`src/rtl/axis_stream_packer.sv`:
```
// AXI-Stream byte packer: optional LSB-aligned header beat followed by MSB-aligned partial-keep
// data beats, repacked so that every output beat is full except the tlast beat.
module axis_stream_packer #(
  parameter int DATA_WD      = 32,
  parameter int DATA_BYTE_WD = DATA_WD / 8,
  parameter int BYTE_CNT_WD  = $clog2(DATA_BYTE_WD),
  parameter bit HDR_EN       = 1'b1
) (
  input  logic                    clk,
  input  logic                    rst,
  input  logic                    hdr_valid,
  input  logic [DATA_WD-1:0]      hdr_data,
  input  logic [DATA_BYTE_WD-1:0] hdr_keep,
  output logic                    hdr_ready,
  input  logic                    s_valid,
  input  logic [DATA_WD-1:0]      s_data,
  input  logic [DATA_BYTE_WD-1:0] s_keep,
  input  logic                    s_last,
  output logic                    s_ready,
  output logic                    m_valid,
  output logic [DATA_WD-1:0]      m_data,
  output logic [DATA_BYTE_WD-1:0] m_keep,
  output logic                    m_last,
  input  logic                    m_ready,
  output logic                    keep_err
);

  localparam int CW = BYTE_CNT_WD + 2;
  localparam logic [CW-1:0] W_C = CW'(DATA_BYTE_WD);

  typedef enum logic [1:0] {
    ST_HDR   = 2'd0,
    ST_DATA  = 2'd1,
    ST_FLUSH = 2'd2
  } state_t;

  localparam state_t IDLE_ST = HDR_EN ? ST_HDR : ST_DATA;

  function automatic logic [CW-1:0] popcount(input logic [DATA_BYTE_WD-1:0] k);
    logic [CW-1:0] c;
    c = '0;
    for (int i = 0; i < DATA_BYTE_WD; i++) begin
      c = c + {{(CW-1){1'b0}}, k[i]};
    end
    return c;
  endfunction

  function automatic logic [DATA_BYTE_WD-1:0] top_mask(input logic [CW-1:0] cnt);
    logic [DATA_BYTE_WD-1:0] m;
    for (int i = 0; i < DATA_BYTE_WD; i++) begin
      m[DATA_BYTE_WD-1-i] = (CW'(i) < cnt);
    end
    return m;
  endfunction

  function automatic logic [DATA_BYTE_WD-1:0] low_mask(input logic [CW-1:0] cnt);
    logic [DATA_BYTE_WD-1:0] m;
    for (int i = 0; i < DATA_BYTE_WD; i++) begin
      m[i] = (CW'(i) < cnt);
    end
    return m;
  endfunction

  function automatic logic [DATA_WD-1:0] byte_expand(input logic [DATA_BYTE_WD-1:0] m);
    logic [DATA_WD-1:0] e;
    for (int i = 0; i < DATA_BYTE_WD; i++) begin
      e[8*i +: 8] = {8{m[i]}};
    end
    return e;
  endfunction

  state_t                  state_q, state_d;
  logic [DATA_WD-1:0]      res_q, res_d;
  logic [CW-1:0]           rc_q, rc_d;
  logic                    m_valid_q, m_valid_d;
  logic [DATA_WD-1:0]      m_data_q, m_data_d;
  logic [DATA_BYTE_WD-1:0] m_keep_q, m_keep_d;
  logic                    m_last_q, m_last_d;
  logic                    keep_err_q, keep_err_d;

  logic                    out_free;
  logic [CW-1:0]           s_cnt, hdr_cnt, tot;
  logic [DATA_WD-1:0]      s_masked, hdr_res;
  logic [2*DATA_WD-1:0]    cat;
  logic                    s_keep_bad, hdr_keep_bad;

  // Residue bytes beyond rc are always zero, so OR-ing in the shifted input forms {residue,in}.
  always_comb begin
    out_free     = !m_valid_q || m_ready;
    s_cnt        = popcount(s_keep);
    hdr_cnt      = popcount(hdr_keep);
    tot          = rc_q + s_cnt;
    s_masked     = s_data & byte_expand(top_mask(s_cnt));
    cat          = {res_q, {DATA_WD{1'b0}}} | ({s_masked, {DATA_WD{1'b0}}} >> {rc_q, 3'b000});
    hdr_res      = (hdr_data & byte_expand(low_mask(hdr_cnt))) << {W_C - hdr_cnt, 3'b000};
    s_keep_bad   = (s_keep != top_mask(s_cnt));
    hdr_keep_bad = (hdr_keep != low_mask(hdr_cnt));
  end

  // Next-state, residue update and output-register load.
  always_comb begin
    state_d    = state_q;
    res_d      = res_q;
    rc_d       = rc_q;
    m_valid_d  = m_valid_q;
    m_data_d   = m_data_q;
    m_keep_d   = m_keep_q;
    m_last_d   = m_last_q;
    keep_err_d = keep_err_q;
    hdr_ready  = 1'b0;
    s_ready    = 1'b0;
    if (out_free) begin
      m_valid_d = 1'b0;
    end else begin
      m_valid_d = m_valid_q;
    end
    case (state_q)
      ST_HDR: begin
        hdr_ready = 1'b1;
        if (hdr_valid) begin
          res_d      = hdr_res;
          rc_d       = hdr_cnt;
          keep_err_d = keep_err_q | hdr_keep_bad;
          state_d    = ST_DATA;
        end else begin
          state_d = ST_HDR;
        end
      end
      ST_DATA: begin
        s_ready = out_free;
        if (s_valid && out_free) begin
          keep_err_d = keep_err_q | s_keep_bad;
          if (s_last && (tot <= W_C)) begin
            m_valid_d = 1'b1;
            m_data_d  = cat[2*DATA_WD-1 -: DATA_WD];
            m_keep_d  = top_mask(tot);
            m_last_d  = 1'b1;
            res_d     = '0;
            rc_d      = '0;
            state_d   = IDLE_ST;
          end else if (tot >= W_C) begin
            // A last beat that overflows one output beat leaves residue for FLUSH.
            m_valid_d = 1'b1;
            m_data_d  = cat[2*DATA_WD-1 -: DATA_WD];
            m_keep_d  = '1;
            m_last_d  = 1'b0;
            res_d     = cat[DATA_WD-1:0];
            rc_d      = tot - W_C;
            state_d   = s_last ? ST_FLUSH : ST_DATA;
          end else begin
            res_d = cat[2*DATA_WD-1 -: DATA_WD];
            rc_d  = tot;
          end
        end else begin
          state_d = ST_DATA;
        end
      end
      ST_FLUSH: begin
        if (out_free) begin
          m_valid_d = 1'b1;
          m_data_d  = res_q;
          m_keep_d  = top_mask(rc_q);
          m_last_d  = 1'b1;
          res_d     = '0;
          rc_d      = '0;
          state_d   = IDLE_ST;
        end else begin
          state_d = ST_FLUSH;
        end
      end
      default: begin
        state_d = IDLE_ST;
      end
    endcase
  end

  // State, residue and output registers.
  always_ff @(posedge clk) begin
    if (rst) begin
      state_q    <= IDLE_ST;
      res_q      <= '0;
      rc_q       <= '0;
      m_valid_q  <= 1'b0;
      m_data_q   <= '0;
      m_keep_q   <= '0;
      m_last_q   <= 1'b0;
      keep_err_q <= 1'b0;
    end else begin
      state_q    <= state_d;
      res_q      <= res_d;
      rc_q       <= rc_d;
      m_valid_q  <= m_valid_d;
      m_data_q   <= m_data_d;
      m_keep_q   <= m_keep_d;
      m_last_q   <= m_last_d;
      keep_err_q <= keep_err_d;
    end
  end

  assign m_valid  = m_valid_q;
  assign m_data   = m_data_q;
  assign m_keep   = m_keep_q;
  assign m_last   = m_last_q;
  assign keep_err = keep_err_q;

endmodule
```
`config.mk`:
```
export PLATFORM = sky130hd
export DESIGN_NAME = axis_stream_packer
export DESIGN_NICKNAME = d
export VERILOG_FILES = /design/src/rtl/axis_stream_packer.sv
export SDC_FILE = /design/constraint.sdc
export NUM_CORES = 1
export LEC_CHECK = 0
export CAP_MARGIN = 20
export CELL_PAD_IN_SITES_DETAIL_PLACEMENT = 1
export CELL_PAD_IN_SITES_GLOBAL_PLACEMENT = 2
export CORE_MARGIN = 3
export CORE_UTILIZATION = 30
export CTS_CLUSTER_SIZE = 40
export DETAILED_ROUTE_END_ITERATION = 6
export PLACE_DENSITY_LB_ADDON = 0.1
export REMOVE_ABC_BUFFERS = 1
export SLEW_MARGIN = 20
export SYNTH_ARGS = -nofsm -noshare
export SYNTH_HDL_FRONTEND = slang
export SYNTH_SLANG_ARGS = --single-unit
```
`constraint.sdc`:
```
create_clock -name clk -period 5.9 [get_ports clk]
set_input_delay 1.18 -clock clk [delete_from_list [all_inputs] [get_ports clk]]
set_output_delay 1.18 -clock clk [all_outputs]
set_load 0.02 [all_outputs]
```
# Word level (Yosys, flattened, before mapping)
# Cells that the tools add are included.
classes:
  addsub: 9
  n_mul: 0
  div: 0
  n_lt_le_gt_ge: 18
  n_eq_ne: 9
  shift: 2
  mux: 45
  bitwise_logic: 5
  reduce_logical: 11
op_table:
  columns: ["op", "count"]
  rows:
  - ["$mux W32", 9]
  - ["$pmux W32 S3", 1]
  - ["$and A32 B32 Y32", 2]
  - ["$or A64 B64 Y64", 1]
  - ["$pmux W32 S2", 1]
  - ["$shr A64 B7 Y64", 1]
  - ["$mux W4", 9]
  - ["$lt A1 B4 Y1 const A", 8]
  - ["$lt A2 B4 Y1 const A", 8]
  - ["$shl A32 B7 Y32", 1]
  - ["$mux W1", 14]
  - ["$pmux W4 S3", 1]
  - ["$mux W2", 5]
  - ["$add A3 B1 Y4", 2]
  - ["$ne A4 B4 Y1", 2]
  - ["$pmux W4 S2", 1]
  - ["$reduce_and A4 Y1", 2]
  - ["$add A2 B1 Y3", 2]
  - ["$ne A2 B2 Y1 const B", 3]
  - ["$pmux W1 S2", 3]
  - ["$pmux W2 S3", 1]
  - ["$add A1 B1 Y2", 2]
  - ["$add A4 B4 Y4", 1]
  - ["$ge A4 B3 Y1 const B", 1]
  - ["other kinds (15)", 18]
word_totals:
  ff_bits: 77
  latch_bits: 0
  ram_bits: 0
  romBits: 0
  in_bits: 78
  output_inout_bits: 41
  word_cells: 107
  mem_count: 0

# Logic depth before layout (Yosys ltp)
depth:
  depth_word: 11
  ltp_mapped: 13
  ltp_nobuf: 12

# Worst setup path before layout
# No wires, ideal clock.
synth_path:
  kind: "input -> register"
  from: "input s_keep[0]"
  to: "register res_q[24]"
  setup_ns: 0.136
  arrival_time_ns: 4.494
  t_required_ns: 5.764
  path_slack_ns: 1.270
  stages: 13
  n_path_buf: 2
  cell_sequence: "fa_1 > ha_1 > ha_1 > clkbuf_1 > inv_1 > fa_1 > xor2_1 > a221oi_1 > o311ai_1 > or2_0 > clkbuf_1 > o311ai_0 > a211oi_1"
synth_via:
  elab_chain_len: 11
  elab_cells_between_ends: 18
  classes_between: "4 x add/sub; 6 x order compare; 1 x shift; 4 x mux; 2 x bitwise; 1 x reduce/logical"
synth_rtl:
  columns: ["element", "line", "source"]
  rows:
  - ["from (decl)", "17", "input logic [DATA_BYTE_WD-1:0] s_keep,"]
  - ["$add A1 B1 Y2 (*)", "43", "c = c + {{(CW-1){1'b0}}, k[i]};"]
  - ["$add A2 B1 Y3 (*)", "43", null]
  - ["$add A3 B1 Y4 (*)", "43", null]
  - ["$lt A2 B4 Y1 or $lt A1 B4 Y1 (tied branches)", "51", "m[DATA_BYTE_WD-1-i] = (CW'(i) < cnt);"]
  - ["$and A32 B32 Y32", "93", "s_masked = s_data & byte_expand(top_mask(s_cnt));"]
  - ["$shr A64 B7 Y64", "94", "cat = {res_q, {DATA_WD{1'b0}}} | ({s_masked, {DATA_WD{1'b0}}} >> {rc_q, 3'b000});"]
  - ["$or A64 B64 Y64", "94", null]
  - ["$mux W32", "141", "end else if (tot >= W_C) begin"]
  - ["$mux W32 (*)", "133", "if (s_last && (tot <= W_C)) begin"]
  - ["$mux W32 (*)", "131", "if (s_valid && out_free) begin"]
  - ["$pmux W32 S3 (*)", "117", "case (state_q)"]
  - ["to (signal assigned)", "190", "res_q <= res_d;"]
  - ["to (decl)", "73", "logic [DATA_WD-1:0] res_q, res_d;"]
# Every way passes the cells marked *; elsewhere a longest branch is shown, timed or not. The select of a mux whose other input is x is not followed.
# A chain may end at the register's enable or synchronous reset.

# Final worst setup path
layout_path:
  from: "input s_keep[1]"
  to: "register res_q[2]"
# Same word-level chain as after synthesis.

==> metrics <==
Core Area=0.0203 mm²; clk_skew=0.0127 ns; final hold slack=0.473 ns; Die Y=150 µm; first-pass GRT wire length=44400 µm; wire length on met1=13200 µm; Initial DRT Pass Iterations=5; cells after synthesis=830; class of the worst hold path=reg -> reg; number of diodes=0; WL final=29200 µm; Post-synth EDFFs=0; Post-Syn Area=0.00624 mm²; Tcrit/Tclk final=0.893; setup bufs post-CTS=0; sequential area share after synthesis=0.247; clk root buf=clkbuf_16; CTS tree=yes; Worst slew margin=0.263; Slew @ Worst Pin=1.10 ns; clock latency on the worst-skew pair=0.35 ns; crit path max fanout=21; crit path from=s_keep[1]; 1st-iter DRT viols=595; syn_area_per_cell=7.51 µm²; wire per inst=24.7 µm; drt drc=0; Max Cap Viol=0; I/O pin total=119; FF-to-FF Start=rc_q[0]$_SDFFE_PP0P_; Synth cell types=67; min-delay src=keep_err$_SDFFE_PP0P_; post-cts sizing count=0; Placer Congestion=0.900; Port-buffer cells=118; WL met2=13500 µm; vias=7350; fin. max-slew vios=0; Routed Antenna Nets=0; Static Leak=2.66 nW; Num CTS Buffers=9; Fmax=190 MHz; final setup vio count=0; cts hold-fix bufs=0; number of vias per cell=6.22; DP Wirelength=22100 µm; clock slew at reported path FFs=0.07 ns; power per cell area=296 mW/mm²; top_reg_cell synth=dfxtp_1; initial antenna violation count=1; vias in the first global route=7432; number of H-tree levels=3; Hold Fails Final Rpt=0; Initial Util=0.307; Layout area overhead=28.5%; setup TNS=0 ns; top sig layer=met4; Synth async-reset ratio=0; layout cells sized above 1=0.0625; Met3 Wirelength=1920 µm; Sink Count=77; Bufs on Longest Clock Path=2; outcome=finished clean; minimum clock period=5.27 ns; total gr overflow=0; largest net degree at the start of global routing=56; RSZ-0062 raised after global routing=false; #FFs+latches synth=77; Setup CP Type=in -> reg; DIE AREA=0.0226 mm²; Req. time, crit path=6.17 ns; warnings from Yosys=0; Final Net Count=1005; # rows=52; DIE WIDTH=150 µm; crit end category=flop; crit path DAT=5.54 ns; VDD IR-drop max=0.000142 V; Total GRT Usage=0.257; startpoint type of the worst setup path=input port
## flip-flops by register name, summed over array words and instances (netlist names)
| signal | cells |
|---|---|
| m_data | 32 |
| res_q | 32 |
| m_keep | 4 |
| rc_q | 4 |
| state_q | 2 |
| keep_err | 1 |
| m_last | 1 |
| m_valid | 1 |
## final timing paths
check,end,slack [ns],cells past startpoint
hold reg to reg,keep_err$_SDFFE_PP0P_,0.47,2
hold / removal,keep_err$_SDFFE_PP0P_,0.47,2
setup / recovery,res_q[2]$_SDFFE_PP0P_,0.63,14
setup reg to reg,res_q[2]$_SDFFE_PP0P_,2.24,12
## cell usage after synthesis (7+ instances only)
library cell  instances  share of area
o22ai_1              10          0.010
dfxtp_1              77           0.25
buf_2                 7         0.0056
nor3b_1              15          0.018
o22a_1                7         0.0098
inv_1                22          0.013
a221oi_1             15          0.021
nor4bb_1              8          0.013
a22o_1                8          0.011
nand3_1              29          0.023
nor2_1               93          0.056
nand2b_1             17          0.017
nor3_1               19          0.015
a22oi_1               8         0.0096
nand2_1              28          0.017
mux2i_1              12          0.019
nor2b_1              10          0.010
a211oi_1             53          0.064
a222oi_1              7          0.011
a221o_1               7          0.011
a31oi_1              25          0.025
and3_1               10          0.010
a2bb2oi_1            14          0.020
o21ai_0              47          0.038
o211ai_1              9          0.011
clkbuf_1             68          0.041
o32ai_1              17          0.024
a41oi_1              13          0.018
a21oi_1              74          0.059
ha_1                 16          0.032
## logic make-up (layout without fill, tap and decap cells)
group	after synthesis	count (layout)	synth area share
XOR/XNOR	9	9	0.0126
adder cells (fa/ha/maj)	21	21	0.0465
buffers and inverters	104	186	0.0640
AO/OA/AOI/OAI	356	356	0.406
flip-flops	77	77	0.247
AND/OR/NAND/NOR	251	251	0.204
multiplexers	12	12	0.0193
## cell usage in the layout (no fill, tap or decap), drive strengths merged, types with 24 or more instances in the layout
master	Yosys	final
a211oi	53	53
a21oi	74	74
a31oi	26	26
buf	12	29
clkdlybuf4s50	0	117
dfxtp	77	77
inv	23	24
nand2	28	28
nand3	29	29
nor2	93	93
o21ai	49	49
## through the flow
| stage | instances | power, mW | cell area (µm²) | util | setup WS (ns) |
|---|---|---|---|---|---|
| 4_1_cts | 1182 | 2.38 | 8010 | 0.394 | 0.663 |
| 6_report | 1182 | 2.37 | 8020 | 0.395 | 0.631 |
| 5_1_grt | 1182 | 2.51 | 8020 | 0.395 | 0.357 |
| 3_5_place_dp | 1166 | 1.73 | 7680 | 0.379 | 0.305 |
| 3_3_place_gp | 1166 | 1.71 | 7680 | 0.379 | 0.505 |
| 2_1_floorplan | 750 | 1.27 | 5930 | - | 0.0291 |
## critical path: stages
cell and delay, ns:
clkdlybuf4s50_1 0.57, fa_1 0.45, ha_1 0.23, ha_1 0.51, inv_1 0.12, fa_1 0.51
xor2_1 0.21, a221oi_1 0.37, o311ai_2 0.23, buf_4 0.27, nor2_1 0.38, buf_4 0.26
a2bb2oi_1 0.07, o21ai_0 0.16
## power breakdown
part / switching [mW] / total (mW) / internal, mW / leakage [nW]
clock: 0.263 / 0.637 / 0.375 / 0.161
sequential: 0.0406 / 0.616 / 0.575 / 0.631
combinational: 0.702 / 1.12 / 0.419 / 1.87
total: 1.01 / 2.37 / 1.37 / 2.66
## layer usage
layer / vias up / track usage
li1: 3391 / -
met5: - / 0
met2: 288 / 0.417
met3: 38 / 0.0409
met4: 0 / 0.0778
met1: 3633 / 0.352
## final cells by class
type	count	area (µm²)
clock buffers	9	225
clock inverters	7	98.8
fillers	2479	12300
inverters	24	90.1
multi-input cells	649	4320
flip-flops and latches	77	1540
well taps	270	338
repair buffers	146	1400
No activity file was read; power rests on OpenSTA's default activity.
